File: src/rtl/array_access_ctrl.sv
// Controller for the single-port array macro: clears every word after reset,
// then arbitrates core read/write requests onto RW0 and queues read results.
module array_access_ctrl #(
  parameter int ADDR_W     = 7,
  parameter int DATA_W     = 100,
  parameter int MASK_W     = 4,
  parameter int RESP_DEPTH = 3
) (
  input  logic              clock,
  input  logic              reset,
  input  logic              req_valid,
  output logic              req_ready,
  input  logic              req_write,
  input  logic [ADDR_W-1:0] req_addr,
  input  logic [MASK_W-1:0] req_mask,
  input  logic [DATA_W-1:0] req_data,
  output logic              resp_valid,
  input  logic              resp_ready,
  output logic [DATA_W-1:0] resp_data,
  output logic              init_done,
  output logic [ADDR_W-1:0] RW0_addr,
  output logic              RW0_en,
  output logic              RW0_wmode,
  output logic [MASK_W-1:0] RW0_wmask,
  output logic [DATA_W-1:0] RW0_wdata,
  input  logic [DATA_W-1:0] RW0_rdata
);

  localparam int CNT_W = $clog2(RESP_DEPTH + 1);
  localparam int PTR_W = (RESP_DEPTH > 1) ? $clog2(RESP_DEPTH) : 1;

  typedef enum logic {S_INIT, S_RUN} state_t;

  state_t            state_q, state_d;
  logic [ADDR_W-1:0] init_cnt;
  logic [CNT_W-1:0]  fifo_count;
  logic [PTR_W-1:0]  wr_ptr, rd_ptr;
  logic              inflight;
  logic [DATA_W-1:0] fifo_mem [RESP_DEPTH];
  logic [CNT_W:0]    credits_used;
  logic              fire, push, pop;

  function automatic logic [PTR_W-1:0] ptr_inc(input logic [PTR_W-1:0] p);
    return (p == PTR_W'(RESP_DEPTH - 1)) ? '0 : p + 1'b1;
  endfunction

  // A read in flight already owns a FIFO slot, so the credit check makes
  // the unconditional capture safe.
  assign credits_used = {1'b0, fifo_count} + (CNT_W+1)'(inflight);
  assign req_ready    = (state_q == S_RUN) && (credits_used < (CNT_W+1)'(RESP_DEPTH));
  assign fire         = req_valid && req_ready;
  assign push         = inflight;
  assign resp_valid   = (fifo_count != '0);
  assign pop          = resp_valid && resp_ready;
  assign resp_data    = fifo_mem[rd_ptr];
  assign init_done    = (state_q == S_RUN);

  always_ff @(posedge clock or posedge reset) begin
    if (reset) begin
      state_q  <= S_INIT;
      init_cnt <= '0;
    end else begin
      state_q <= state_d;
      if (state_q == S_INIT) init_cnt <= init_cnt + 1'b1;
    end
  end

  always_comb begin
    state_d = state_q;
    if (state_q == S_INIT && init_cnt == '1) state_d = S_RUN;
  end

  // Reset gates the port so the macro sees nothing while reset is held.
  always_comb begin
    RW0_en    = 1'b0;
    RW0_wmode = 1'b0;
    RW0_wmask = '0;
    RW0_addr  = '0;
    RW0_wdata = '0;
    if (!reset) begin
      case (state_q)
        S_INIT: begin
          RW0_en    = 1'b1;
          RW0_wmode = 1'b1;
          RW0_wmask = '1;
          RW0_addr  = init_cnt;
        end
        S_RUN: if (fire) begin
          RW0_en    = 1'b1;
          RW0_wmode = req_write;
          RW0_wmask = req_mask;
          RW0_addr  = req_addr;
          RW0_wdata = req_data;
        end
        default: ;
      endcase
    end
  end

  always_ff @(posedge clock or posedge reset) begin
    if (reset) begin
      inflight   <= 1'b0;
      wr_ptr     <= '0;
      rd_ptr     <= '0;
      fifo_count <= '0;
    end else begin
      inflight <= fire && !req_write;
      if (push) wr_ptr <= ptr_inc(wr_ptr);
      if (pop)  rd_ptr <= ptr_inc(rd_ptr);
      if (push && !pop)      fifo_count <= fifo_count + 1'b1;
      else if (pop && !push) fifo_count <= fifo_count - 1'b1;
    end
  end

  always_ff @(posedge clock) begin
    if (push) fifo_mem[wr_ptr] <= RW0_rdata;
  end

endmodule

File: config.mk
export PLATFORM = sky130hd
export DESIGN_NAME = array_access_ctrl
export DESIGN_NICKNAME = d
export VERILOG_FILES = /design/src/rtl/array_access_ctrl.sv
export SDC_FILE = /design/constraint.sdc
export NUM_CORES = 1
export LEC_CHECK = 0
export CAP_MARGIN = 40
export CORE_AREA = 2 2 179 181
export DETAILED_ROUTE_END_ITERATION = 8
export DIE_AREA = 0 0 181 183
export PLACE_DENSITY = 0.72
export SLEW_MARGIN = 20
export SYNTH_ARGS = -nofsm -noshare
export SYNTH_HDL_FRONTEND = slang
export SYNTH_SLANG_ARGS = --single-unit
File: constraint.sdc
create_clock -name clock -period 8.4 [get_ports clock]
set_input_delay 0.84 -clock clock [delete_from_list [all_inputs] [get_ports clock]]
set_output_delay 0.84 -clock clock [all_outputs]
set_load 0.02 [all_outputs]
After elaboration in Yosys (flattened, before gate mapping)
Memories as Yosys holds them, arrays and structs flattened.
Cells that the tools add are included.
Widths: inputs -> output; s select.

storage, ports and cells
  register bits after elaboration = 15
  bits in writable memories = 300
  input port bits = 216
  output and inout port bits = 216
  word-level logic and storage cells = 51
  memories = 1

memory list
  name      words  bits a word  read ports  clocked after memory_dff  write ports  line  text
  fifo_mem  3      100          1           0                         1            39    logic [DATA_W-1:0] fifo_mem [RESP_DEPTH];

cells by class
  add/sub/neg operators = 6
  magnitude comparators = 1
  equal/unequal tests = 3
  mux-type cells = 21
  bitwise logic cells = 1
  reductions and logical operators = 12

operator list
  operator             number
  $mux 100             3
  $mux 7               2
  $pmux 7 s2           1
  $mux 2               4
  $mux 4               2
  $pmux 4 s2           1
  $add 7x1->7 const B  1
  $eq 7x7->1 const B   1
  $logic_and 1x1->1    7
  $add 2x1->2 const B  3
  $mux 1               6
  $eq 2x2->1 const B   2
  $pmux 1 s2           2
  $reduce_bool 2->1    2
  $add 2x1->3          1
  $logic_not 1->1      3
  $lt 3x2->1 const B   1
  $sub 2x1->2 const B  1
  $not 1->1            1

Longest topological paths before layout
  depth in word-level cells = 7
  mapped depth = 7
  mapped depth without buffers = 5

Least setup slack after synthesis
Ideal clock, no wire load.

  kind = reg-to-reg
  start = register inflight
  end = memory fifo_mem[2][0], enable pin
  library setup time = 701 ps
  arrival time = 7698 ps
  required time = 7699 ps
  slack = 1 ps
  cell stages (with the launch flop) = 3
  buffers on the path = 0
  period minus slack after synthesis = 8399 ps
  cells stage by stage = dfrtp_1 inv_1 nor3b_1

on the way
  longest elaborated chain between the ends = 2

RTL lines
  element                       line  text
  from (decl)                   38    logic inflight;
  from (signal assigned)        107   inflight <= fire && !req_write;
  $mux 1                        116   if (push) fifo_mem[wr_ptr] <= RW0_rdata;
  $mux 1 (implied by the code)  116
  to (decl)                     39

No other way between the ends.

Worst setup path in the final report
  start = input port reset
  end = output port RW0_wdata[48]

on the way
  longest elaborated chain between the ends = 1

RTL lines
  element      line  text
  from (decl)  10    input logic reset,
  $mux 100     80    if (!reset) begin
  to (decl)    25    output logic [DATA_W-1:0] RW0_wdata,

No other way between the ends.

==> impl_table.tex <==
\begin{tabular}{lr}
\hline
Metric & Value \\
\hline
\multicolumn{2}{l}{\textbf{Yosys}} \\
Avg Cell Area, Syn & 15.4 sq um \\
Fraction of synthesized area in multiplexers & about 8\% \\
Yosys warning count & 0 \\
Proportion of netlist area held by the largest area contributor & between 70\% and 80\% \\
Cell taking the most area after synthesis & sky130\_fd\_sc\_hd\_\_edfxtp\_1 \\
Top cells by area in the synthesized netlist & sky130\_fd\_sc\_hd\_\_edfxtp\_1 (71\%), sky130\_fd\_sc\_hd\_\_mux2i\_1 (7.9\%), sky130\_fd\_sc\_hd\_\_and2\_1 (5.0\%) \\
Sequential area share after synthesis & around three quarters \\
Post-synthesis instance area & 12,600 sq um \\
Gate count after technology mapping & 820 \\
Async set or reset register ratio after synthesis & around 4.8\% \\
Largest family of logic cells by synthesized area & simple AND/OR/NAND/NOR gates \\
Post-Synth Simple-Gate Area & about 8.9\% \\
Post-synthesis compound-gate area fraction & between 5 and 6\% \\
Parity-gate share of the synthesized area counting xor and xnor cells & less than 1\% \\
Synth cell types & 28 \\
Flip-flop and latch count after synthesis & around 320 \\
Synthesized netlist net count & 1,040 \\
Number of synthesized flops with an enable pin & 300 \\
Top flip-flop cell by instance count after synthesis & sky130\_fd\_sc\_hd\_\_edfxtp\_1 \\
Synthesized-area fraction occupied by adder cells & less than 1\% \\
\multicolumn{2}{l}{\textbf{Floorplanning}} \\
Floorplan Core Area & between 30,000 and 40,000 sq um \\
Die H & 183 um \\
\# rows & 65 \\
Die outline area & about 33,000 sq um \\
Die W & 181 um \\
Initial core utilization & 40.4\% \\
Boundary pin count & 432 \\
\multicolumn{2}{l}{\textbf{GRT}} \\
GRT Resource Usage Total & between 20\% and 30\% \\
Vias in the first global route & approximately 8.3k \\
GR met2 Demand/Resource & 39.7\% \\
Total global routing overflow & 0 \\
M3 GR Usage & under 10\% \\
Initial antenna violation count & 16 \\
First-pass GRT wire length & between 50,000 and 60,000 um \\
Maximum number of pins on one net before global-route repair & about 110 \\
Met1 GRT Util & 23.7\% \\
GR peak layer & met2 \\
\multicolumn{2}{l}{\textbf{Place}} \\
Estimated wirelength of the detail-placed design & $\sim$28,000 um \\
GP Congestion & 0.925 \\
Port Buffer Count & about 430 \\
Area after DPL & 17,300 sq um \\
\multicolumn{2}{l}{\textbf{Setup path}} \\
Sort of element at the end of the critical path & output pin \\
Category of the most critical setup path & primary input to output pin \\
Capture point of the worst reg-to-reg path & fifo\_mem[2][23]\$\_DFFE\_PP\_ \\
Signal arrival time at the worst endpoint & between 3 and 4 ns \\
Worst flop-to-flop path startpoint & inflight\$\_DFF\_PP0\_ \\
Critical path startpoint category & primary input \\
Highest fanout seen on the critical path & 112 \\
Worst Path Required & $\sim$7.6 ns \\
Cells on worst reg2reg path & 4 \\
R2R setup slack & a little under 6 ns \\
\multicolumn{2}{l}{\textbf{Power}} \\
Combinational share of power & 4.2\% \\
Fraction of power consumed by the clock network & 41.7\% \\
Worst IR Drop VDD & 0.181 mV \\
P\_sw & roughly 590 uW \\
Switch share & 18.7\% \\
Cell-internal power & 2580 uW \\
Static leakage power & slightly below 0.006 uW \\
Sequential power share & about 54\% \\
Power density of the placed cells & 173 nW/um\^{}2 \\
\multicolumn{2}{l}{\textbf{Clock tree}} \\
Post-cts resize count & 0 \\
Worst-case clock buffer depth & 3 \\
CTS tree & yes \\
Worst-Skew Late Latency & about 0.55 ns \\
CTS Hold Buffers Added & 0 \\
Worst-path clk slew & roughly 0.060 ns \\
Setup Buffers After CTS & 0 \\
Clock Root Buffer & sky130\_fd\_sc\_hd\_\_clkbuf\_16 \\
Clock buffer count from CTS & 31 \\
TritonCTS sink count & 315 \\
H-tree lvl count & 1 \\
\multicolumn{2}{l}{\textbf{Timing}} \\
Slew of the pin with the lowest slew margin & approximately 0.83 ns \\
Total setup violations reported at the end of the flow & 0 \\
Max Slew Vio Count & 0 \\
Slew Limit Headroom & about 44\% \\
Post-layout minimum cycle time & approximately 4.5 ns \\
Top achievable clock speed & 224 MHz \\
Unrepaired setup endpoints after global routing & false \\
Worst clock skew on the final layout & 0.0152 ns \\
WHS & between 0.5 and 0.6 ns \\
Hold Violations, Final & 0 \\
Sum of negative setup slack & 0 ns \\
Part of the cycle the worst path needs & roughly 53\% \\
\multicolumn{2}{l}{\textbf{Run}} \\
MaxCap Viol Count & 0 \\
\multicolumn{2}{l}{\textbf{Final layout}} \\
Final instance area & about 18,000 sq um \\
Number of nets in the finished design & 1,470 \\
Filler cells & 2,429 \\
Relative area change from synthesis to final layout & 45.3\% \\
Post-layout util & 58.6\% \\
Layout cell share with drive strength beyond 1 & between 5 and 6\% \\
\multicolumn{2}{l}{\textbf{Drt}} \\
Via count & roughly 8.3k \\
Number of iterations in the first detailed-routing pass & 4 \\
Post-detailed-route DRC marker count & 0 \\
Initial drt markers & about 400 \\
Routed len/inst & roughly 22 um \\
Post-DR vias/cell & just under 5 \\
Final routed wirelength across all metal layers & 37,300 um \\
Final ANT Viol Nets & 0 \\
\multicolumn{2}{l}{\textbf{Worst hold path}} \\
HP Class & flip-flop to flip-flop \\
Worst-case hold path end point & fifo\_count[1]\$\_DFFE\_PP0P\_ \\
Min-delay src & fifo\_count[1]\$\_DFFE\_PP0P\_ \\
Instance count along the most critical hold path & 1 \\
\multicolumn{2}{l}{\textbf{Status}} \\
Run status & completed \\
\hline
\end{tabular}
==> cell families (layout without fill, tap and decap cells) <==
logic type / count (synthesis) / in the layout
XOR/XNOR: 9 / 9
AND/OR/NAND/NOR: 221 / 221
multiplexers: 101 / 101
adder cells (fa/ha/maj): 4 / 4
flip-flops: 315 / 315
other: 0 / 13
AO/OA/AOI/OAI: 120 / 120
buffers and inverters: 50 / 503
==> sequential cells by signal (all words and copies together) (netlist names) <==
signal and count:
inflight 1, fifo_mem 300, init_done 1, init_cnt 7, wr_ptr 2, rd_ptr 2, fifo_count 2
==> critical path: stages <==
cell                              delay (ns)
sky130_fd_sc_hd__clkdlybuf4s50_1        0.45
sky130_fd_sc_hd__inv_1                  0.48
sky130_fd_sc_hd__and4_4                 0.90
sky130_fd_sc_hd__and2_1                 0.24
sky130_fd_sc_hd__clkdlybuf4s50_1        0.70
==> Yosys cell counts (2+ instances only) <==
cell type	instances
sky130_fd_sc_hd__a21o_1	9
sky130_fd_sc_hd__a22o_1	6
sky130_fd_sc_hd__and2_1	101
sky130_fd_sc_hd__buf_2	17
sky130_fd_sc_hd__buf_4	8
sky130_fd_sc_hd__buf_6	9
sky130_fd_sc_hd__clkbuf_1	14
sky130_fd_sc_hd__dfrtp_1	15
sky130_fd_sc_hd__edfxtp_1	300
sky130_fd_sc_hd__ha_1	4
sky130_fd_sc_hd__inv_1	2
sky130_fd_sc_hd__mux2i_1	100
sky130_fd_sc_hd__nand2_1	105
sky130_fd_sc_hd__nand2b_1	2
sky130_fd_sc_hd__nand4b_1	2
sky130_fd_sc_hd__nor2_1	5
sky130_fd_sc_hd__nor3_1	2
sky130_fd_sc_hd__o21ai_0	102
sky130_fd_sc_hd__xnor2_1	5
sky130_fd_sc_hd__xor2_1	4
==> worst max path at each step <==
| stage | start | end | slack, ns | depth (start not counted) |
|---|---|---|---|---|
| final | reset | RW0_wdata[48] | 3.93 | 5 |
| after detailed placement | reset | RW0_wdata[49] | 3.88 | 5 |
| after global routing | reset | RW0_wdata[48] | 3.64 | 5 |
| after floorplan | inflight$_DFF_PP0_ | fifo_mem[2][0]$_DFFE_PP_ | 0.0008 | 2 |
| after global placement | reset | RW0_wdata[49] | 3.95 | 5 |
| after CTS | reset | RW0_wdata[49] | 3.87 | 5 |
==> per-stage QoR <==
stage,setup slack (ns),total power (uW),std cells
6_report,3.93,3170,1688
5_1_grt,3.64,3270,1680
4_1_cts,3.87,3200,1675
3_5_place_dp,3.88,1880,1619
3_3_place_gp,3.95,1880,1614
2_1_floorplan,0.000781,1760,820
==> power groups by stage <==
stage          clock network (uW)  logic (uW)  registers (uW)
6_report                     1320         132            1720
5_1_grt                      1420         139            1720
4_1_cts                      1350         132            1720
3_5_place_dp                    0         132            1750
3_3_place_gp                    0         129            1750
2_1_floorplan                   0        7.29            1750
==> placed cells by master, fill, tap and decap left out, drive strengths merged, types with 3 or more instances in the layout <==
cell type      count
clkdlybuf4s50    431
edfxtp           300
nand2            105
o21ai            102
and2             101
mux2i            100
clkbuf            39
dfrtp             15
buf               14
diode             13
clkinv            12
a21o               9
a22o               6
xnor2              5
nor2               5
xor2               4
ha                 4
bufinv             3
==> layout make-up <==
class | instances | area, sq um | area share [%]
flip-flops and latches | 315 | 9390 | 51.3
clock inverters | 17 | 161 | 0.882
clock buffers | 39 | 806 | 4.40
diodes | 13 | 32.5 | 0.178
multi-input cells | 455 | 2930 | 16.0
inverters | 2 | 7.51 | 0.0410
well taps | 402 | 503 | 2.75
repair buffers | 445 | 4480 | 24.4
==> layer usage <==
metal	up-vias	routed length (um)
met4	8	864
li1	3881	-
met1	3969	13400
met3	54	4120
met2	359	18900
met5	-	43
No activity file was read; power rests on OpenSTA's default activity.
